## config.mk

```make
export PLATFORM = sky130hd
export DESIGN_NAME = pattern_scan_ctrl
export DESIGN_NICKNAME = d
export VERILOG_FILES = /design/src/rtl/pattern_scan_ctrl.sv
export SDC_FILE = /design/constraint.sdc
export NUM_CORES = 1
export LEC_CHECK = 0
export ABC_AREA = 1
export CAP_MARGIN = 15
export CORE_ASPECT_RATIO = 2
export CORE_MARGIN = 10
export CORE_UTILIZATION = 49
export CTS_BUF_LIST = sky130_fd_sc_hd__clkbuf_8 sky130_fd_sc_hd__clkbuf_16
export CTS_CLUSTER_DIAMETER = 30
export DETAILED_ROUTE_END_ITERATION = 7
export GPL_ROUTABILITY_DRIVEN = 0
export HOLD_SLACK_MARGIN = 0.1
export PLACE_DENSITY_LB_ADDON = 0.2
export SLEW_MARGIN = 20
export SYNTH_ARGS = -nofsm -noshare
export SYNTH_HDL_FRONTEND = slang
export SYNTH_SLANG_ARGS = --single-unit
```

## constraint.sdc

```tcl
create_clock -name clk -period 2.1 [get_ports clk]
set_input_delay 0.63 -clock clk [delete_from_list [all_inputs] [get_ports clk]]
set_output_delay 0.63 -clock clk [all_outputs]
set_load 0.1 [all_outputs]
```

## src/rtl/pattern_scan_ctrl.sv

```systemverilog
// pattern_scan_ctrl: serialises input words MSB-first into a history
// register and pulses y whenever the newest cfg_len bits equal the
// configured pattern. Matches may span word boundaries; overlap mode
// decides whether a match consumes the bits it used.
`timescale 1ns/1ps
module pattern_scan_ctrl #(
  parameter int WORD_W  = 8,
  parameter int PAT_MAX = 8,
  parameter int CNT_W   = 16
) (
  input  logic               clk,
  input  logic               rst,
  input  logic               cfg_we,
  input  logic [PAT_MAX-1:0] cfg_pattern,
  input  logic [3:0]         cfg_len,
  input  logic               cfg_overlap,
  input  logic               start,
  input  logic               stop,
  input  logic               word_valid,
  input  logic [WORD_W-1:0]  word_data,
  output logic               word_ready,
  output logic               y,
  output logic [CNT_W-1:0]   match_count,
  output logic               busy,
  output logic               err
);

  localparam logic [1:0] IDLE  = 2'b00;
  localparam logic [1:0] RUN   = 2'b01;
  localparam logic [1:0] DRAIN = 2'b10;

  localparam int BL_W = $clog2(WORD_W + 1);
  localparam logic [BL_W-1:0] WORD_W_BL = BL_W'(WORD_W);
  localparam logic [BL_W-1:0] BL_ONE    = BL_W'(1);
  localparam logic [3:0]      PAT_MAX4  = 4'(PAT_MAX);

  // Ones in the low len bit positions; selects the compared part of hist.
  function automatic logic [PAT_MAX-1:0] len_mask(input logic [3:0] len);
    logic [PAT_MAX-1:0] m;
    m = '0;
    for (int i = 0; i < PAT_MAX; i++) begin
      if (i < int'(len)) begin
        m[i] = 1'b1;
      end else begin
        m[i] = 1'b0;
      end
    end
    return m;
  endfunction

  logic [1:0]         state_r, state_s;
  logic [BL_W-1:0]    bits_left_r, bits_left_s;
  logic [WORD_W-1:0]  sreg_r, sreg_s;
  logic [PAT_MAX-1:0] hist_r, hist_s;
  logic [3:0]         fill_r, fill_s;
  logic [PAT_MAX-1:0] pat_r, pat_s;
  logic [3:0]         len_r, len_s;
  logic               ovl_r, ovl_s;
  logic [CNT_W-1:0]   count_s;
  logic               err_s, y_s, ready_s, busy_s, xfer_s;

  // Next-state computation: bit shifting, match detection, FSM, config.
  always_comb begin
    state_s     = state_r;
    bits_left_s = bits_left_r;
    sreg_s      = sreg_r;
    hist_s      = hist_r;
    fill_s      = fill_r;
    pat_s       = pat_r;
    len_s       = len_r;
    ovl_s       = ovl_r;
    count_s     = match_count;
    err_s       = err;
    y_s         = 1'b0;
    xfer_s      = word_valid && word_ready;

    // Consume one bit per cycle while the current word has bits left.
    if (bits_left_r != '0) begin
      hist_s      = {hist_r[PAT_MAX-2:0], sreg_r[WORD_W-1]};
      sreg_s      = {sreg_r[WORD_W-2:0], 1'b0};
      bits_left_s = bits_left_r - BL_ONE;
      fill_s      = (fill_r >= PAT_MAX4) ? PAT_MAX4 : (fill_r + 4'd1);
      if ((fill_s >= len_r) && (((hist_s ^ pat_r) & len_mask(len_r)) == '0)) begin
        y_s     = 1'b1;
        count_s = (&match_count) ? match_count : (match_count + CNT_W'(1));
        if (!ovl_r) begin
          fill_s = 4'd0;
        end else begin
          fill_s = fill_s;
        end
      end else begin
        y_s = 1'b0;
      end
    end else begin
      hist_s = hist_r;
    end

    // A new word may load on the same edge the last bit of the old one shifts.
    if (xfer_s) begin
      sreg_s      = word_data;
      bits_left_s = WORD_W_BL;
    end else begin
      sreg_s = sreg_s;
    end

    case (state_r)
      IDLE: begin
        if (start) begin
          state_s = RUN;
          hist_s  = '0;
          fill_s  = 4'd0;
          count_s = '0;
          err_s   = 1'b0;
        end else begin
          state_s = IDLE;
        end
      end
      RUN: begin
        if (stop) begin
          state_s = DRAIN;
        end else begin
          state_s = RUN;
        end
      end
      DRAIN: begin
        if (bits_left_r == '0) begin
          state_s = IDLE;
        end else begin
          state_s = DRAIN;
        end
      end
      default: begin
        state_s = IDLE;
      end
    endcase

    // Config writes are accepted only in IDLE with a legal length.
    if (cfg_we) begin
      if (state_r != IDLE) begin
        err_s = 1'b1;
      end else if ((cfg_len == 4'd0) || (cfg_len > PAT_MAX4)) begin
        err_s = 1'b1;
      end else begin
        pat_s = cfg_pattern;
        len_s = cfg_len;
        ovl_s = cfg_overlap;
      end
    end else begin
      pat_s = pat_s;
    end

    ready_s = (state_s == RUN) && (bits_left_s <= BL_ONE);
    busy_s  = (state_s != IDLE);
  end

  // State and output registers; reset restores the default 1011 pattern.
  always_ff @(posedge clk or posedge rst) begin
    if (rst) begin
      state_r     <= IDLE;
      bits_left_r <= '0;
      sreg_r      <= '0;
      hist_r      <= '0;
      fill_r      <= 4'd0;
      pat_r       <= PAT_MAX'(4'b1011);
      len_r       <= 4'd4;
      ovl_r       <= 1'b1;
      match_count <= '0;
      err         <= 1'b0;
      y           <= 1'b0;
      word_ready  <= 1'b0;
      busy        <= 1'b0;
    end else begin
      state_r     <= state_s;
      bits_left_r <= bits_left_s;
      sreg_r      <= sreg_s;
      hist_r      <= hist_s;
      fill_r      <= fill_s;
      pat_r       <= pat_s;
      len_r       <= len_s;
      ovl_r       <= ovl_s;
      match_count <= count_s;
      err         <= err_s;
      y           <= y_s;
      word_ready  <= ready_s;
      busy        <= busy_s;
    end
  end

endmodule

```

==> results.py <==
metrics = {
    "logic_synthesis": {
        "yosys_warnings": 0,
        "syn_area_per_cell_um2": 7.31,
        "ys_seq_area_frac": 0.445,
        "synth.distinct_cells": 39,
        "ys_ff_latch": 58,
        "synthesis.area_um2": 3270,
        "synth_nets": 482,
        "syn_inst": 448,
    },
    "setup_path": {
        "cp_cell_sequence": "inv_2 -> nor2_2 -> nand2_2 -> nand2_1 -> nand2_2 -> o21ai_4 -> nand2_2 -> nor2_4 -> buf_6 -> nand4_1 -> nand2_1 -> nor2_1",
        "crit_path_frequent_cell": "nand2_2",
        "cp.required_ns": 2.32,
        "worst-setup-path-type": "flip-flop to flip-flop",
        "end_kind": "flip-flop",
        "worstSetupStartpointType": "flip-flop",
        "cp_num_buf_inv": 2,
        "critPathArrivalTime_ns": 2.26,
        "path_max_fanout": 6,
        "slowest_stage": "dfstp_2",
        "cp_top_family": "simple AND/OR/NAND/NOR gates",
        "crit_path_max_incr_delay_ns": 0.61,
    },
    "global_routing": {
        "grt_usage": 0.178,
        "grt_pass1_vias": 3351,
        "grt_max_degree": 39,
        "grt_overflow": 0,
        "grt_pass1_wl_mm": 15.1,
        "antenna_found_initial": 0,
    },
    "power": {
        "p_switching_mw": 2.85,
        "p_leak_nw": 2.22,
        "p_total_mw": 6.49,
        "p_clk_frac": 0.205,
        "power_density_nw_per_um2": 1400,
        "p_int_mw": 3.64,
        "seqPwrFrac": 0.277,
        "combPwrFrac": 0.519,
        "irDropWorstVdd_v": 0.00115,
        "switching_share": 0.440,
    },
    "final_layout": {
        "layout-drive-gt1-share": 0.213,
        "num_antenna_cells": 0,
        "area_delta_synth_final_pct": 41.4,
        "finish.instance_area_um2": 4630,
        "nets": 556,
        "fill_cells": 535,
    },
    "clock_tree": {
        "cts_buffers": 9,
        "cts_tree": "done",
        "cts-root-buf": "clkbuf_16",
        "clockBufferDepth": 2,
        "h-tree-depth": 3,
        "insertion_delay_ns": 0.33,
        "cts.sinks": 58,
        "clk_pin_slew_ns": 0.05,
    },
    "die": {
        "die_w_um": 77.8,
        "die_h_um": 136,
        "initial_core_util": 0.498,
        "core-area_um2": 6570,
        "rows": 42,
        "dieArea_um2": 10500,
        "num_io_pins": 47,
    },
    "timing": {
        "slew_viol_final": 0,
        "setup_viol": 0,
        "hold_viol": 0,
        "fin_crit_sh": 0.973,
        "clock.fmax_mhz": 489,
        "slew_headroom": 0.673,
        "period_minus_slack_ns": 2.04,
        "tightest_slew_ns": 0.487,
        "finalClockSkew_ns": 0.00518,
    },
    "drt": {
        "wire_per_inst_um": 15.2,
        "wl_met1_mm": 3.14,
        "drcViolationCount": 0,
        "wirelength_mm": 9.33,
        "drt_iter0_markers": 182,
        "first_pass_iters": 4,
        "avgViaCountPerCell": 5.28,
        "num_vias": 3249,
        "top_layer": "met4",
        "wl_met2_mm": 5.47,
        "drtAntennaViolNets": 0,
        "dr_wl_met3_um": 344,
    },
    "run_status": {
        "outcome": "finished, final reports clean",
    },
    "place": {
        "place_hpwl_mm": 6.80,
        "port_buffers": 46,
        "dpl_cell_area_um2": 4220,
    },
    "min_path": {
        "hold_class": "flip-flop to flip-flop",
    },
    "flow_run": {
        "maxCapViolCount": 0,
    },
}
cell type report:
cell class              instances  area, um^2  area share
clock inverters                 5        22.5     0.00486
inverters                      69         263      0.0568
clock buffers                  11         253      0.0546
flip-flops and latches         58        1470       0.316
well taps                      88         110      0.0238
repair buffers                 72         892       0.193
multi-input cells             312        1620       0.351
cell usage after synthesis:
cell type	number	area (um^2)
or2_2	3	18.8
inv_1	68	255
a22oi_1	3	22.5
or3_1	1	6.26
or2_0	1	6.26
nand3_1	27	135
buf_6	1	11.3
inv_2	1	3.75
nor4_1	1	6.26
o21ai_2	1	8.76
buf_1	1	3.75
dfrtp_1	53	1330
nand2_1	132	495
a22o_1	1	8.76
o211ai_1	3	22.5
nor3_4	1	16.3
xor2_1	1	8.76
clkbuf_1	4	15.0
dfstp_2	5	131
nor2_2	2	12.5
a21oi_2	2	17.5
nand2_2	1	6.26
o22ai_1	1	6.26
nor3_1	2	10.0
a21boi_0	2	15.0
a21oi_1	15	75.1
nand4_2	2	25.0
o21bai_1	2	15.0
nor2_4	1	11.3
o21ai_1	1	5.00
nand3_2	2	20.0
a21o_2	1	8.76
nor2_1	47	176
o221ai_1	1	8.76
o21ai_0	35	175
a31oi_1	1	6.26
nand4_1	11	68.8
ha_1	7	87.6
buf_2	4	20.0
layout by cell type, fill, tap and decap left out, types with 4 or more instances in the layout:
| cell | n |
|---|---|
| o21ai_0 | 33 |
| dfstp_2 | 5 |
| nor2_2 | 6 |
| buf_12 | 22 |
| nand2_1 | 125 |
| nor2_1 | 44 |
| dfrtp_2 | 6 |
| inv_2 | 5 |
| dfrtp_1 | 47 |
| nand4_1 | 11 |
| clkdlybuf4s50_1 | 26 |
| nand3_1 | 26 |
| clkbuf_16 | 9 |
| buf_4 | 21 |
| ha_1 | 4 |
| inv_1 | 65 |
| a21oi_1 | 12 |
| nand2_2 | 8 |
final timing paths:
check                           depth (start not counted)     start         endpoint  slack [ns]
worst min-delay path                                    2     ovl_r            ovl_r        0.50
worst max register to register                         12  len_r[2]   match_count[8]        0.06
worst min register to register                          2     ovl_r            ovl_r        0.50
min in group asynchronous                               2       rst  match_count[15]        0.60
worst max-delay path                                   12  len_r[2]   match_count[8]        0.06
max in group asynchronous                               3       rst         len_r[2]        0.95
flip-flops by register name (all words and copies together), names as in the netlist:
name / cells
fill_r: 4
sreg_r: 8
pat_r: 8
y: 1
err: 1
ovl_r: 1
word_ready: 1
busy: 1
bits_left_r: 4
len_r: 4
state_r: 2
hist_r: 7
match_count: 16
per-layer routing:
layer	up-vias	track usage
met1	1555	0.155
met3	30	0.0366
met5	-	0
met4	0	0.105
li1	1584	-
met2	80	0.351
stage by stage:
stage / setup slack, ns / instances / utilization / hold slack (ns) / TNS, ns
after global routing: -0.0796 / 615 / 0.705 / 0.551 / -0.694
final: 0.0571 / 615 / 0.705 / 0.499 / 0
after CTS: 0.00881 / 614 / 0.689 / 0.499 / 0
after floorplan: -0.0107 / 448 / - / 0.471 / -0.0107
after global placement: -0.0964 / 597 / 0.642 / 0.489 / -1.20
after detailed placement: -0.150 / 597 / 0.642 / 0.488 / -2.06
tightest hold or removal path, cell delays in order, from the launching register on:
cell and delay (ns):
dfstp_2 0.35, inv_1 0.05, o21ai_0 0.08
cell families (layout without fill, tap and decap cells):
| family | after synthesis | in the layout | synth area share |
|---|---|---|---|
| flops | 58 | 58 | 0.445 |
| fa+ha+maj | 7 | 7 | 0.0268 |
| compound gates | 69 | 69 | 0.121 |
| xor+xnor | 1 | 1 | 0.00268 |
| buf+inv | 79 | 157 | 0.0944 |
| simple gates | 234 | 235 | 0.310 |
power by group through the flow:
stage / sequential (mW) / combinational (mW) / clock [mW]
3_3_place_gp: 1.77 / 2.73 / 0
2_1_floorplan: 2.05 / 1.59 / 0
5_1_grt: 1.84 / 3.70 / 1.39
6_report: 1.80 / 3.37 / 1.33
4_1_cts: 1.77 / 3.05 / 1.34
3_5_place_dp: 1.79 / 2.82 / 0
what timing repair did:
item,in CTS,in global routing
setup endpoints to repair,13,20
setup buffers,0,1
gates cloned,1,0
gates resized for setup,7,26
hold buffers,0,0
pin swaps,3,11
No activity file was read; power rests on OpenSTA's default activity.
